`config.mk`:
```
export PLATFORM = sky130hd
export DESIGN_NAME = timed_updown_counter
export DESIGN_NICKNAME = d
export VERILOG_FILES = /design/src/rtl/timed_updown_counter.sv
export SDC_FILE = /design/constraint.sdc
export NUM_CORES = 1
export LEC_CHECK = 0
export BUFFER_PORTS_ARGS = -buffer_cell sky130_fd_sc_hd__buf_2
export CORE_MARGIN = 10
export CORE_UTILIZATION = 59
export CTS_CLUSTER_DIAMETER = 200
export DETAILED_ROUTE_END_ITERATION = 7
export GPL_ROUTABILITY_DRIVEN = 1
export PLACE_DENSITY = 0.8
export REMOVE_ABC_BUFFERS = 1
export SLEW_MARGIN = 20
export SYNTH_ARGS = -nofsm -noshare
export SYNTH_HDL_FRONTEND = slang
export SYNTH_SLANG_ARGS = --single-unit
```
`constraint.sdc`:
```
create_clock -name clk_100MHz -period 2.81 [get_ports clk_100MHz]
set_input_delay 0.562 -clock clk_100MHz [delete_from_list [all_inputs] [get_ports clk_100MHz]]
set_output_delay 0.562 -clock clk_100MHz [all_outputs]
set_load 0.02 [all_outputs]
```
`src/rtl/timed_updown_counter.sv`:
```
// Timed up/down counter.
// A single-clock prescaler produces a clock-enable every DIVISOR enabled
// cycles. On each such tick the counter steps up or down within
// [0, MAX_COUNT], wrapping or holding at the boundary depending on SATURATE.
// A synchronous load overrides any coincident tick.

module timed_updown_counter #(
    parameter int WIDTH     = 8,
    parameter int DIVISOR   = 100000000,
    parameter int MAX_COUNT = 2**WIDTH - 1,
    parameter int SATURATE  = 0
) (
    input  logic             clk_100MHz,
    input  logic             reset_n,
    input  logic             enable,
    input  logic             up,
    input  logic             load,
    input  logic [WIDTH-1:0] load_value,
    output logic [WIDTH-1:0] count,
    output logic             tick,
    output logic             tc
);

    // Prescaler width: enough bits to hold DIVISOR-1, never less than one.
    localparam int               PW      = (DIVISOR > 1) ? $clog2(DIVISOR) : 1;
    localparam logic [PW-1:0]    P_LAST  = PW'(DIVISOR - 1);
    localparam logic [WIDTH-1:0] MAX_VAL = WIDTH'(MAX_COUNT);

    logic [PW-1:0]    p;
    logic             tick_int;
    logic             at_top;
    logic             at_bottom;
    logic             at_boundary;
    logic [WIDTH-1:0] count_step;
    logic [WIDTH-1:0] load_clamped;

    // Tick qualification, boundary detection, next step value and clamped load value.
    always_comb begin
        tick_int     = enable && !load && (p == P_LAST);
        at_top       = (count == MAX_VAL);
        at_bottom    = (count == '0);
        at_boundary  = up ? at_top : at_bottom;
        load_clamped = (load_value > MAX_VAL) ? MAX_VAL : load_value;
        count_step   = count;
        if (up) begin
            if (!at_top) begin
                count_step = count + 1'b1;
            end else if (SATURATE == 0) begin
                count_step = '0;
            end
        end else begin
            if (!at_bottom) begin
                count_step = count - 1'b1;
            end else if (SATURATE == 0) begin
                count_step = MAX_VAL;
            end
        end
    end

    // Prescaler: restarts on load or tick, advances only while enabled.
    always_ff @(posedge clk_100MHz or negedge reset_n) begin
        if (!reset_n) begin
            p <= '0;
        end else if (load || tick_int) begin
            p <= '0;
        end else if (enable) begin
            p <= p + 1'b1;
        end
    end

    // Counter plus registered tick/terminal-count pulses; load wins over a tick.
    always_ff @(posedge clk_100MHz or negedge reset_n) begin
        if (!reset_n) begin
            count <= '0;
            tick  <= 1'b0;
            tc    <= 1'b0;
        end else begin
            tick <= tick_int;
            tc   <= tick_int && at_boundary;
            if (load) begin
                count <= load_clamped;
            end else if (tick_int) begin
                count <= count_step;
            end
        end
    end

endmodule

```
==> results of run 1 <==
state kept, by name (all words and copies together), names as in the netlist:
register	cells
p	27
tc	1
tick	1
count	8
power by group:
part,switching (µW),leakage [µW],total [µW],internal [µW]
Sequential,27.1,0.000498,573,545
Clock,178,0.0000385,353,175
Combinational,83.3,0.000557,135,51.5
Total,288,0.00109,1060,772
cell families after synthesis:
| family | after synthesis |
|---|---|
| AO/OA/AOI/OAI | 43 |
| AND/OR/NAND/NOR | 118 |
| flip-flops | 37 |
| buffers and inverters | 19 |
| adder cells (fa/ha/maj) | 4 |
| multiplexers | 3 |
| XOR/XNOR | 25 |
area by class of cell:
class	instances	area [µm²]
clock buffers	7	76.3
clock inverters	1	7.51
fillers	324	1230
inverters	8	30.0
multi-input cells	193	1260
flip-flops and latches	37	926
well taps	48	60.1
repair buffers	25	133
final timing paths:
path / start / endpoint / slack, ns / depth (start not counted)
max: p[0]$_DFFE_PN0P_ / p[3]$_DFFE_PN0P_ / 0.51 / 6
min reg2reg: p[16]$_DFFE_PN0P_ / p[16]$_DFFE_PN0P_ / 0.56 / 2
max in group asynchronous: reset_n / count[1]$_DFFE_PN0P_ / 1.93 / 1
min in group clk_100MHz: load_value[0] / count[0]$_DFFE_PN0P_ / 0.48 / 3
min: reset_n / p[9]$_DFFE_PN0P_ / 0.36 / 1
max reg2reg: p[0]$_DFFE_PN0P_ / p[3]$_DFFE_PN0P_ / 0.51 / 6
layer usage:
metal,vias to the layer above,global-route usage (%)
met4,0,5.61
met1,908,19.8
li1,929,-
met5,-,0
met3,8,3.46
met2,59,24.3
worst max-delay path, stage by stage (launching register included):
cell	delay, ns
dfrtp_1	0.41
ha_1	0.23
nand4_2	0.17
or2_4	0.31
or4_1	0.72
nand2_8	0.26
nor2_1	0.08
cells in the mapped netlist (all sizes together) (2+ instances only):
| master | count |
|---|---|
| and2 | 2 |
| a31oi | 2 |
| mux2i | 2 |
| o31ai | 2 |
| xnor2 | 8 |
| nand3 | 15 |
| ha | 4 |
| dfrtp | 37 |
| and3 | 3 |
| a21oi | 13 |
| nor2b | 5 |
| nand4 | 11 |
| o21ai | 14 |
| buf | 5 |
| nor3 | 4 |
| nor4 | 8 |
| o211a | 2 |
| xor2 | 17 |
| clkbuf | 6 |
| nor4b | 2 |
| a2bb2oi | 2 |
| nor2 | 36 |
| nand2 | 21 |
| and4 | 2 |
| inv | 8 |
| or3 | 5 |
metrics by stage:
stage          instance area, µm²  setup slack (ns)
2_1_floorplan                2210             0.712
3_3_place_gp                 2410             0.425
3_5_place_dp                 2410             0.361
4_1_cts                      2490             0.506
5_1_grt                      2490             0.358
6_report                     2490             0.508
==> reports/metrics.yaml, run 1 <==
setup_path:
  cp-end-kind: "flop"
  path_max_fanout: 26
  crit_arrival_ns: 2.47
  start_kind: "flop"
  criticalPathCategory: "flop to flop"
  required_ns: 2.98
cts:
  clk_latency_ns: 0.28
  cts.path.max_buffers: 2
  tritoncts: "built"
  cts_setup_buffers: 0
  ctsRootBufferMaster: "clkbuf_8"
  numCtsBuffers: 5
  clock_sinks: 37
  h-tree-depth: 2
  clk_pin_slew_worst_paths_ns: 0.07
  cts_resized: 0
  hold_buffers: 0
yosys:
  synth_seq_cells: 37
  yosysSeqAreaShare_pct: 40.3
  ys_types: 50
  syn_inst: 249
  synth-edff-count: 0
  synthAdderAreaFrac_pct: 2.18
  yosys.area_share.simple_pct: 29.5
  synthesis.area_um2: 2300
  postSynthAreaPerCell_um2: 9.23
  synth_area_leaders: "dfrtp_1 (40%), xor2_1 (6.5%), nor2_1 (5.1%)"
  synth_top_area_cell: "dfrtp_1"
  ys.flop_type: "dfrtp_1"
  synth_compound_area_share_pct: 11.6
  synthArstFlopShare_pct: 100
  synth_xor_area_share_pct: 9.53
  synth_top_area_share_pct: 40.3
  muxShareOfSynthArea_pct: 1.85
  synth_top_family_by_area: "simple AND/OR/NAND/NOR gates"
  synth_warnings: 0
drt:
  num_vias: 1904
  met2WireLength_mm: 2.32
  top_layer_used: "met4"
  met1_length_mm: 2.10
  ant_nets: 0
  viasPerCell: 5.97
  wl_per_cell_um: 15.1
  drtIter0Drc: 108
  route.detailed.drc: 0
  drtPass1Iterations: 4
  wl_mm: 4.82
  wl_met3_um: 324
final_layout:
  fin_util_pct: 67.0
  final_common_cell: "dfrtp_1"
  final_cell_mix: "dfrtp_1 (37), nor2_1 (31), buf_2 (22), nand2_1 (20), xor2_1 (17)"
  synthToLayoutAreaGrowth_pct: 8.33
  stdcell_count: 319
  num_antenna_cells: 0
  drive_gt1_share_pct: 17.0
  final_nets: 287
placed_design:
  placed_cells: 311
  hpwlAfterDp_mm: 3.52
  gp_congestion: 0.945
  port_buffers: 22
grt:
  grt_pass1_wl_mm: 8.27
  grt_pass1_vias: 1756
  grt_util_all_layers_pct: 15.3
  antenna_found_initial: 0
  globalRouteOverflowTotal: 0
  grt_max_degree: 38
power_and_ir_drop:
  p_per_area_nw_per_um2: 426
  p_total_uw: 1060
  ir_drop_mv: 0.333
  p_leak_uw: 0.00109
timing:
  timing.final.crit_period_ns: 2.30
  drv_slew: 0
  finalHoldViolations: 0
  setup_viol: 0
  fin_hold_ws_ns: 0.359
  slew_headroom_pct: 42.6
  rsz0062_at_grt: "no"
  fmax_ghz: 0.434
  setup_tns_ns: 0
  tightest_slew_ns: 0.853
  finalCritPeriodShare_pct: 81.9
  skew_ns: 0.00197
floorplan:
  initial_utilization_pct: 61.9
  rows: 22
  ios: 23
  die_h_um: 82.4
  dieArea_um2: 6790
  core_area_um2: 3720
  die_x_um: 82.4
outcome:
  status: "completed"
hold_path:
  hold_class: "input port to async pin"
flow_run:
  max_cap_violations: 0
Note: power is estimated with default switching activity, not from simulation.
==> inputs of run 2 (changes only) <==
clock period = 2.22 ns   (was 2.81 ns; I/O delays follow)
==> reports/metrics.yaml, run 2 (synthesized netlist as in run 1, its figures left out) <==
outcome:
  status: "completed"
final_layout:
  regMostFlops: "p"
  reg_top3: "p (27), count (8)"
  num_antenna_cells: 0  # unchanged
  final_nets: 300  # +4.5%
  drive_gt1_share_pct: 21.5  # +4.5 points
  largest_reg_flops: 27  # unchanged
  final_common_cell: "dfrtp_1"
  fillers: 301  # -7.1%
  stdcell_count: 332  # +4.1%
  synthToLayoutAreaGrowth_pct: 12.7
  final_cell_mix: "dfrtp_1 (37), nor2_1 (31), buf_2 (22), nand2_1 (20), xor2_1 (17)"
timing:
  drv_slew: 0  # unchanged
  timing.final.crit_period_ns: 2.04  # -0.262 ns
  rsz0062_at_grt: "no"
  finalCritPeriodShare_pct: 91.9  # +10 points
  slew_headroom_pct: 46.2  # +3.5 points
  finalHoldViolations: 0  # unchanged
  skew_ns: 0.00981  # +0.00784 ns
  fmax_ghz: 0.490  # +13%
  setup_viol: 0  # unchanged
  setup_tns_ns: 0  # unchanged
  tightest_slew_ns: 0.808  # -0.0453 ns
hold_path:
  hold_class: "input port to async pin"
power_and_ir_drop:
  power_frac_clock_pct: 32.3  # -1.0 points
  intPower_uw: 989  # +28%
  switching_share_pct: 26.9  # -0.31 points
  p_seq_share_pct: 52.7  # -1.3 points
  p_sw_uw: 364  # +26%
  ir_drop_mv: 0.519  # +56%
  p_per_area_nw_per_um2: 522  # +23%
  p_leak_uw: 0.00117  # +6.5%
  combPwrFrac_pct: 15.0  # +2.3 points
  p_total_uw: 1350  # +28%
cts:
  cts.path.max_buffers: 2  # unchanged
  numCtsBuffers: 5  # unchanged
  clk_latency_ns: 0.29  # about the same
  hold_buffers: 0  # unchanged
  h-tree-depth: 2  # unchanged
  clk_pin_slew_worst_paths_ns: 0.07  # about the same
  tritoncts: "built"
  ctsRootBufferMaster: "clkbuf_8"
  clock_sinks: 37  # unchanged
setup_path:
  path_max_fanout: 26  # unchanged
  cp-end-kind: "flop"
  crit_arrival_ns: 2.20  # -0.27 ns
  slowest_stage: "or4_4"
  criticalPathCategory: "flop to flop"
  required_ns: 2.39  # -0.59 ns
  cpPeakStageDelay_ns: 0.61  # -0.11 ns
  crit_path_cell_trace: "ha_1, nand4_2, or2_4, or4_4, nand2_8, nor2_1"
  start_kind: "flop"
drt:
  num_vias: 1925  # +1.1%
  ant_nets: 0  # unchanged
  viasPerCell: 5.80  # -2.9%
  route.detailed.drc: 0  # unchanged
  drtPass1Iterations: 4  # unchanged
  wl_per_cell_um: 15.1  # -0.35%
  drtIter0Drc: 119  # +10%
  wl_mm: 5.00  # +3.7%
floorplan:
  die_x_um: 82.4  # unchanged
  die_h_um: 82.4  # unchanged
  core_area_um2: 3720  # unchanged
  dieArea_um2: 6790  # unchanged
  ios: 23  # unchanged
  initial_utilization_pct: 61.9  # unchanged
  rows: 22  # unchanged
placed_design:
  port_buffers: 22  # unchanged
  hpwlAfterDp_mm: 3.70  # +5.2%
  gp_congestion: 0.944  # -0.14%
  placed_cells: 322  # +3.5%
grt:
  grt_util_all_layers_pct: 16.6  # +1.3 points
  globalRouteOverflowTotal: 0  # unchanged
  grt_pass1_wl_mm: 8.98  # +8.5%
  grt_pass1_vias: 1950  # +11%
  antenna_found_initial: 0  # unchanged
  grt_max_degree: 38  # unchanged
flow_run:
  max_cap_violations: 0  # unchanged
[run 2: cell types whose count changed in the layout (fill, tap and decap cells not counted)]
cell	change
or4_1	-1
clkinvlp_4	-1
clkbuf_1	-1
buf_4	+13
clkinv_2	+2
or4_4	+1
[run 2: routing by layer]
metal / up-vias / wire length [µm] / global-route usage, %
met4: 0 / 76 / 4.59
met2: 56 / 2440 / 26.7
li1: 947 / - / -
met5: - / 0 / 0
met1: 912 / 2160 / 21.2
met3: 10 / 320 / 4.64
[run 2: timing repair]
item,CTS,global route
buffers inserted,0,2
resized for setup,1,0
setup endpoints to repair,1,1
[run 2: path summary, 6_finish.rpt]
kind	startpoint	to	slack (ns)	cells after the start
min in group clk_100MHz	load_value[1]	count[1]$_DFFE_PN0P_	0.36	3
min	reset_n	p[0]$_DFFE_PN0P_	0.24	1
max reg2reg	p[0]$_DFFE_PN0P_	p[23]$_DFFE_PN0P_	0.18	6
min reg2reg	p[16]$_DFFE_PN0P_	p[16]$_DFFE_PN0P_	0.56	2
max in group asynchronous	reset_n	count[4]$_DFFE_PN0P_	1.46	1
max	p[0]$_DFFE_PN0P_	p[23]$_DFFE_PN0P_	0.18	6
[run 2: worst max-delay path: cells and delay by family, from the launching register on]
kind | cells | cell delay (ns)
DFF | 1 | 0.39
adders and majority gates | 1 | 0.22
and+or+nand+nor | 5 | 1.30
[run 2: stage by stage]
step                      utilization (%)  hold slack [ns]  cell area, µm²  setup WS (ns)
final                                69.7            0.244            2590          0.181
after global routing                 69.7            0.285            2590         0.0598
after CTS                            69.3            0.270            2570          0.135
after detailed placement             67.0            0.556            2490         0.0101
after global placement               67.0            0.518            2490         0.0997
after floorplan                         -            0.148            2210          0.122
[run 2: power groups by stage]
stage / clock network, µW / registers, µW / logic [µW]
floorplan: 0 / 745 / 84.8
global placement: 0 / 726 / 195
detailed placement: 0 / 727 / 197
CTS: 450 / 714 / 198
global route: 485 / 718 / 227
finish: 437 / 714 / 203
[run 2: area by class of cell]
type,count,area [µm²],area share [%]
inverters,8,30.0,1.16
well taps,48,60.1,2.32
multi-input cells,193,1260,48.7
clock inverters,2,10.0,0.386
flip-flops and latches,37,926,35.7
repair buffers,38,230,8.89
clock buffers,6,72.6,2.80
